## config.mk

```make
export PLATFORM = sky130hd
export DESIGN_NAME = ram_word_arbiter
export DESIGN_NICKNAME = d
export VERILOG_FILES = /design/src/rtl/ram_arb_pkg.sv /design/src/rtl/rr_pick2.sv /design/src/rtl/ram_word_arbiter.sv
export SDC_FILE = /design/constraint.sdc
export NUM_CORES = 1
export LEC_CHECK = 0
export BUFFER_PORTS_ARGS = -buffer_cell sky130_fd_sc_hd__buf_2
export CAP_MARGIN = 10
export CORE_AREA = 5 5 101 103
export CTS_BUF_LIST = sky130_fd_sc_hd__clkbuf_16
export CTS_CLUSTER_SIZE = 8
export DETAILED_ROUTE_END_ITERATION = 10
export DIE_AREA = 0 0 106 108
export GPL_TIMING_DRIVEN = 0
export HOLD_SLACK_MARGIN = 0.15
export PLACE_DENSITY = 0.84
export SYNTH_ARGS = -nofsm -noshare
export SYNTH_HDL_FRONTEND = slang
export SYNTH_SLANG_ARGS = --single-unit
```

## constraint.sdc

```tcl
create_clock -name clk -period 3.61 [get_ports clk]
set_input_delay 0.1805 -clock clk [delete_from_list [all_inputs] [get_ports clk]]
set_output_delay 0.1805 -clock clk [all_outputs]
set_load 0.05 [all_outputs]
```

## src/rtl/ram_arb_pkg.sv

```systemverilog
// Shared types and constants for the byte-serialising RAM word arbiter.
package ram_arb_pkg;

    typedef enum logic [1:0] {
        IDLE,
        XFER,
        DRAIN,
        ACK
    } state_t;

    localparam int NREQ           = 2;
    localparam int BYTES_PER_WORD = 4;
    localparam int PORT_FETCH     = 0;
    localparam int PORT_DATA      = 1;

    function automatic logic [NREQ-1:0] port_onehot(input logic port);
        return (port == 1'(PORT_DATA)) ? 2'b10 : 2'b01;
    endfunction

endpackage

```

## src/rtl/rr_pick2.sv

```systemverilog
// Two-way round-robin picker: combinational winner, pointer advanced by the caller.
module rr_pick2
    import ram_arb_pkg::*;
(
    input  logic            clk,
    input  logic            reset,
    input  logic [NREQ-1:0] req,
    input  logic            update,
    output logic            winner
);

    logic last;

    always_comb begin
        winner = ~last;
        if (req == 2'b01) begin
            winner = 1'(PORT_FETCH);
        end else if (req == 2'b10) begin
            winner = 1'(PORT_DATA);
        end
    end

    // last = 1 after reset so the fetch port wins the first tie.
    always_ff @(posedge clk) begin
        if (reset) begin
            last <= 1'b1;
        end else if (update) begin
            last <= winner;
        end
    end

endmodule

```

## src/rtl/ram_word_arbiter.sv

```systemverilog
// Arbitrates two 32-bit word ports onto a byte-wide RAM, four little-endian bytes per word.
// Define RAM_ARB_BOUNDS_CHECK_EN to reject words that would run past RAMSIZE (err pulses with ack).
module ram_word_arbiter
    import ram_arb_pkg::*;
#(
    parameter int RAMSIZE = 64,
    parameter int ADDRW   = 8
) (
    input  logic             clk,
    input  logic             reset,
    input  logic [1:0]       req,
    input  logic [1:0]       we,
    input  logic [ADDRW-1:0] addr0,
    input  logic [ADDRW-1:0] addr1,
    input  logic [31:0]      wdata0,
    input  logic [31:0]      wdata1,
    output logic [1:0]       gnt,
    output logic [1:0]       ack,
    output logic [31:0]      rdata,
    output logic             err,
    output logic             ram_en,
    output logic             ram_we,
    output logic [ADDRW-1:0] ram_addr,
    output logic [7:0]       ram_wdata,
    input  logic [7:0]       ram_rdata
);

    localparam logic [1:0] LAST_K = 2'(BYTES_PER_WORD - 1);

    state_t            state;
    logic [1:0]        k;
    logic              winner;
    logic              win_q;
    logic              we_q;
    logic              oob_q;
    logic [31:0]       wd_q;
    logic [23:0]       rbuf;
    logic              start;
    logic [ADDRW-1:0]  base_sel;
    logic              we_sel;
    logic [31:0]       wd_sel;
    logic              oob;

    assign start    = (state == IDLE) && (|req);
    assign base_sel = winner ? addr1 : addr0;
    assign we_sel   = winner ? we[1] : we[0];
    assign wd_sel   = winner ? wdata1 : wdata0;

`ifdef RAM_ARB_BOUNDS_CHECK_EN
    assign oob = ({1'b0, base_sel} + (ADDRW+1)'(BYTES_PER_WORD - 1)) >= (ADDRW+1)'(RAMSIZE);
`else
    assign oob = 1'b0;
`endif

    rr_pick2 u_pick (
        .clk    (clk),
        .reset  (reset),
        .req    (req),
        .update (start),
        .winner (winner)
    );

    always_ff @(posedge clk) begin
        if (reset) begin
            state     <= IDLE;
            k         <= '0;
            win_q     <= 1'b0;
            we_q      <= 1'b0;
            oob_q     <= 1'b0;
            wd_q      <= '0;
            rbuf      <= '0;
            gnt       <= '0;
            ack       <= '0;
            rdata     <= '0;
            err       <= 1'b0;
            ram_en    <= 1'b0;
            ram_we    <= 1'b0;
            ram_addr  <= '0;
            ram_wdata <= '0;
        end else begin
            gnt   <= '0;
            ack   <= '0;
            err   <= 1'b0;
            rdata <= '0;
            case (state)
                IDLE: begin
                    if (start) begin
                        win_q <= winner;
                        we_q  <= we_sel;
                        oob_q <= oob;
                        gnt   <= port_onehot(winner);
                        k     <= '0;
                        if (oob) begin
                            state <= DRAIN;
                        end else begin
                            state     <= XFER;
                            ram_en    <= 1'b1;
                            ram_we    <= we_sel;
                            ram_addr  <= base_sel;
                            ram_wdata <= wd_sel[7:0];
                            wd_q      <= wd_sel >> 8;
                        end
                    end
                end
                XFER: begin
                    // Read bytes arrive one cycle late; shift them in low byte first.
                    if (k != 2'd0) begin
                        rbuf <= {ram_rdata, rbuf[23:8]};
                    end
                    if (k == LAST_K) begin
                        state     <= DRAIN;
                        ram_en    <= 1'b0;
                        ram_we    <= 1'b0;
                        ram_addr  <= '0;
                        ram_wdata <= '0;
                    end else begin
                        k         <= k + 2'd1;
                        ram_addr  <= ram_addr + 1'b1;
                        ram_wdata <= wd_q[7:0];
                        wd_q      <= wd_q >> 8;
                    end
                end
                DRAIN: begin
                    state <= ACK;
                    ack   <= port_onehot(win_q);
                    err   <= oob_q;
                    rdata <= (we_q || oob_q) ? '0 : {ram_rdata, rbuf};
                end
                ACK: begin
                    state <= IDLE;
                end
                default: begin
                    state <= IDLE;
                end
            endcase
        end
    end

endmodule

```

# After elaboration in Yosys (flattened, before gate mapping)
# Index checks and enable logic that the tools add are counted.
[totals]
reg_bits = 117
elab_cells = 70
out_inout_bits = 55
[op_classes]
bitwise = 4
n_eq_ne = 9
n_reduce_logical = 14
addsub = 2
muxes = 27
[ops]
columns = ["op", "n"]
rows = [
  ["32-bit 2-to-1 mux", 3],
  ["32-bit case mux with 2 select lines", 1],
  ["8-bit 2-to-1 mux", 5],
  ["8-bit case mux with 2 select lines", 2],
  ["2-bit 2-to-1 mux", 6],
  ["8-bit by 1-bit adder with 8-bit output, second input constant", 1],
  ["2-bit == test, second input constant", 4],
  ["2-bit case mux with 4 select lines", 1],
  ["2-bit AND reduction", 4],
  ["1-bit 2-to-1 mux", 6],
  ["2-bit inequality test, second input constant", 3],
  ["3-bit AND reduction", 2],
  ["3-bit OR reduction", 2],
  ["2-bit by 1-bit == test with 1-bit output, second input constant", 2],
  ["1-bit inverter", 4],
  ["1-bit case mux with 2 select lines", 2],
  ["2-bit case mux with 2 select lines", 1],
  ["2-bit nonzero test", 2],
  ["2-bit OR reduction", 2],
  ["2-bit by 1-bit adder with 2-bit output, second input constant", 1],
  ["2-bit zero test", 1],
  ["1-bit logical AND", 1],
]

# Longest topological paths before layout
[depth]
word_depth = 6
depth_mapped = 9
ltp_nobuf = 7

# Hierarchy
# From an unflattened synthesis, not the netlist that was laid out.
[hier_totals]
hier_cells = 519
area_unflattened_um2 = 4583.1
[modules_own_cells]
columns = ["mod", "area_per_inst_um2", "instances", "cells_each", "seq_area_each_um2"]
rows = [
  ["ram_word_arbiter", 4523.1, 1, 512, 2162.1],
  ["rr_pick2", 60.1, 1, 7, 20.0],
]

# Worst setup path after synthesis
# OpenSTA, ideal clock, no wires.
[synth_timing]
path_type = "flip-flop to flip-flop"
startpoint = "register state[0]"
endpoint = "register wd_q[14]"
required_ps = 3488
arrival_ps = 1694
synth_period_minus_slack_ps = 1815
stages_incl_launch_ff = 9
n_path_buf = 2
setup_slack_ps = 1795
cell_sequence = "dfxtp_1 -> inv_1 -> ha_1 -> buf_4 -> nor3b_2 -> nor2_2 -> a21oi_2 -> buf_2 -> a221o_1"
[synth_between]
elab_chain_cells = 4
word_cells_on_any_way = 8
[synth_lines]
columns = ["item", "line_no", "text"]
rows = [
  ["from (decl)", "ram_word_arbiter.sv:30", "state_t state;"],
  ["from (signal assigned)", "ram_word_arbiter.sv:65", "state <= IDLE;"],
  ["from (signal assigned)", "ram_word_arbiter.sv:94", "state <= DRAIN;"],
  ["from (signal assigned)", "ram_word_arbiter.sv:96", "state <= XFER;"],
  ["2-bit zero test", "ram_word_arbiter.sv:44, ram_word_arbiter.sv:85", ""],
  ["1-bit logical AND", "ram_word_arbiter.sv:44", "assign start = (state == IDLE) && (|req);"],
  ["2-bit inequality test (no line)", "n/a", ""],
  ["3-bit AND reduction (no line)", "n/a", ""],
  ["to (signal assigned)", "ram_word_arbiter.sv:101", "wd_q <= wd_sel >> 8;"],
  ["to (signal assigned)", "ram_word_arbiter.sv:120", "wd_q <= wd_q >> 8;"],
  ["to (decl)", "ram_word_arbiter.sv:36", "logic [31:0] wd_q;"],
]
# Parallel ways exist; a longest one is shown, timed or not.
# A chain may end at the register's enable or synchronous reset.

# Final worst setup path
[layout_timing]
startpoint = "register state[1]"
endpoint = "register ram_addr[2]"
[layout_between]
elab_chain_cells = 4
word_cells_on_any_way = 7
[layout_lines]
columns = ["item", "line_no", "text"]
rows = [
  ["2-bit zero test", "ram_word_arbiter.sv:44, ram_word_arbiter.sv:85", ""],
  ["1-bit logical AND", "ram_word_arbiter.sv:44", ""],
  ["2-bit inequality test (no line)", "n/a", ""],
  ["2-bit AND reduction (no line)", "n/a", ""],
  ["to (signal assigned)", "ram_word_arbiter.sv:99", "ram_addr <= base_sel;"],
  ["to (signal assigned)", "ram_word_arbiter.sv:118", "ram_addr <= ram_addr + 1'b1;"],
  ["to (decl)", "ram_word_arbiter.sv:23", "output logic [ADDRW-1:0] ram_addr,"],
]
# Parallel ways exist; a longest one is shown, timed or not.

==> results by group <==
Worst hold path
  • Hold Path Class: primary input to flop
  • Worst Hold Path Cells: 3
  • Min-delay src: we[1]
  • Hold Path Sink: ram_we

Worst setup path
  • Reg2Reg Setup Slack: 980 ps
  • Critical Path Sink Type: flop
  • Start of the worst register-to-register path: state[1]
  • Setup Crit Path Kind: flop to flop
  • Critical path's slowest cell: dlygate4sd3_1
  • Reg2reg end: ram_addr[2]
  • Worst path bufs/invs: 4
  • WP data required: 3840 ps
  • Crit path max fanout: 10
  • Reg2reg path depth: 8
  • Data arrival, critical path: 2860 ps
  • Startpoint Class: flop
  • Crit path max-delay family: buffers and inverters
  • Crit path cell chain: inv_1 -> ha_1 -> clkbuf_1 -> o21ai_1 -> buf_4 -> o22ai_1 -> a31oi_1 -> dlygate4sd3_1
  • CP max stage delay: 580 ps

Yosys
  • Synth Net Count: 608
  • Top_reg_cell synth: dfxtp_1
  • Synth unique cells: 43
  • Register area share after synthesis: 49.8%
  • EDFF count, synth: 0
  • Synth Register Bits: 109
  • Synth Instances: 508
  • Synth warnings: 0
  • Post-Syn Area: 4390 sq um
  • Synthesized area per cell: 8.63 sq um
  • Async SR Flop Fraction: 0%

Floorplanning
  • Initial core utilization: 48.1%
  • Site Rows: 35
  • Die H: 108 microns
  • Die ar.: 11400 sq um
  • Die W: 106 microns
  • IO Pins: 149
  • Core ar.: 9110 sq um

Pwr
  • Power Dens Cells: 737 nW/um^2
  • LEAKAGE: 2.65 nW
  • Max IR drop VDD: 0.376 mV

Clock tree
  • Total CTS buffers: 9
  • Total clock sinks: 109
  • H-tree depth: 3
  • Hold buffer count at cts: 26
  • Bufs on Longest Clock Path: 2
  • CTS tree: done
  • Worst-Skew Late Latency: 340 ps
  • Cts repair resizes: 0
  • CTS Root Cell: clkbuf_16
  • Clock-pin slew on the worst setup and hold paths: 70 ps
  • Post-CTS setup buffer count: 0

Timing
  • Final hold slack: 180 ps
  • Max-slew violations: 0
  • Setup TNS: 0 ps
  • Worst rel slew slack: 51.7%
  • Final setup fails: 0
  • Achievable Freq: 0.381 GHz
  • Worst Clk Skew: 6.93 ps
  • Final Cycle Share: 72.8%
  • Final Hold Fails: 0
  • Final worst path period need: 2630 ps
  • Pin slew with the least headroom to its limit: 724 ps
  • RSZ-0062 raised after global routing: false

Cells and area
  • Most frequent cells in the layout: buf_2 (158), nand2_1 (114), dfxtp_1 (109)
  • Area growth from synthesis to layout: 32.0%
  • Nets@finish: 791
  • Leading cell type in the layout, fill and taps excluded: buf_2
  • Fill cell count: 745
  • Share of layout cells above drive strength 1: 27.2%
  • Diode count: 0

Placement
  • Hpwl dp: 9.52 mm
  • Placer Congestion: 0.886
  • Port Buffers: 146

Drt
  • Routed wire length: 12.6 mm
  • DRT iter0 DRCs: 302
  • Met2 wire len: 6.29 mm
  • Avg WL per Cell: 15.6 microns
  • Routed wl met3: 879 microns
  • Vias per cell: 5.38
  • DR pass1 iterations: 5
  • Vias: 4340
  • Top Layer Used: met4
  • Drt drc: 0
  • Post-route ant nets: 0
  • Met1 WL: 4.92 mm

Global routing
  • Largest net degree at the start of global routing: 19
  • GRT overflow: 0
  • Initial antenna violation count: 0
  • Global-route wire length before repair: 19.8 mm
  • GRT Overall Usage: 21.4%
  • Vias in the first global route: 4223

Run
  • # Max-Cap Violations: 0

Outcome
  • Outcome: completed
metal layers:
metal / vias to the layer above / track usage [%]
met1: 2015 / 24.8
li1: 2096 / -
met4: 0 / 9.99
met2: 189 / 37.6
met3: 40 / 5.19
met5: - / 0
how the worst max path moves through the flow:
stage	slack [ps]	from	endpoint	cells after the start
final	980	state[1]	ram_addr[2]	8
after floorplan	1790	state[0]	wd_q[14]	8
after detailed placement	1490	state[1]	ram_wdata[6]	7
after CTS	1000	state[1]	ram_addr[2]	8
after global routing	770	state[1]	ram_addr[2]	8
after global placement	1570	state[1]	ram_wdata[3]	7
per-stage QoR:
step,power [W],utilization (%),setup WS (ps),instances,area [sq um]
2_1_floorplan,0.00285,-,1790,508,4390
3_3_place_gp,0.00325,57.7,1570,765,5260
3_5_place_dp,0.00332,57.7,1490,765,5260
4_1_cts,0.00425,63.6,1000,806,5790
5_1_grt,0.00449,63.6,771,806,5790
6_report,0.00427,63.6,982,806,5790
cell usage after synthesis, types with 2 or more instances:
library cell | count | share of area, %
a21oi_1 | 58 | 6.6
nor3_1 | 7 | 0.80
inv_1 | 6 | 0.51
buf_4 | 5 | 0.86
dfxtp_1 | 109 | 50
a211oi_1 | 4 | 0.68
clkbuf_1 | 20 | 1.7
a221o_1 | 16 | 3.7
a211o_1 | 2 | 0.40
a211oi_2 | 6 | 1.7
mux2i_1 | 12 | 2.7
a22oi_1 | 2 | 0.34
and3_1 | 2 | 0.29
ha_1 | 6 | 1.7
o21ai_0 | 3 | 0.34
nor2_1 | 30 | 2.6
o21ai_1 | 14 | 1.6
nand4_1 | 3 | 0.43
nand2_1 | 114 | 9.8
buf_2 | 12 | 1.4
and2_1 | 33 | 4.7
mux2_1 | 2 | 0.51
nand2b_1 | 4 | 0.57
nor2b_1 | 5 | 0.71
o22ai_1 | 2 | 0.29
a21o_1 | 10 | 1.7
nand3_1 | 5 | 0.57
worst register-to-register path, stage by stage (launching register included):
cell and delay, ps:
dfxtp_1 330, inv_1 80, ha_1 220, clkbuf_1 430, o21ai_1 330, buf_4 270
o22ai_1 190, a31oi_1 100, dlygate4sd3_1 580
sequential cells by signal (all words and copies together) (netlist names):
register and count:
ram_en 1, state 2, k 2, we_q 1, win_q 1, ram_wdata 8
rbuf 24, ram_addr 8, gnt 2, ram_we 1, ack 2, wd_q 24
u_pick.last 1, rdata 32
cell type report:
type / count / area, sq um / area share [%]
plain buffers: 37 / 173 / 2.98
repair buffers: 172 / 991 / 17.1
inverters: 6 / 22.5 / 0.389
clock buffers: 9 / 225 / 3.89
well taps: 111 / 139 / 2.40
clock inverters: 6 / 48.8 / 0.843
multi-input cells: 356 / 2010 / 34.7
flip-flops and latches: 109 / 2180 / 37.7
power breakdown:
group	internal (W)	switching, W
Combinational	0.000578	0.00118
Clock	0.000469	0.000432
Sequential	0.00144	0.000169
Total	0.00248	0.00179
cell families (layout without fill, tap and decap cells):
| logic type | after synthesis | in the layout | share of synthesized area, % |
|---|---|---|---|
| fa+ha+maj | 6 | 6 | 1.71 |
| compound gates | 124 | 124 | 18.8 |
| mux | 15 | 15 | 3.51 |
| simple gates | 210 | 210 | 21.7 |
| buf+inv | 43 | 230 | 4.45 |
| flops | 109 | 109 | 49.8 |
| other cells | 1 | 1 | 0.0855 |
No activity file was read; power rests on OpenSTA's default activity.
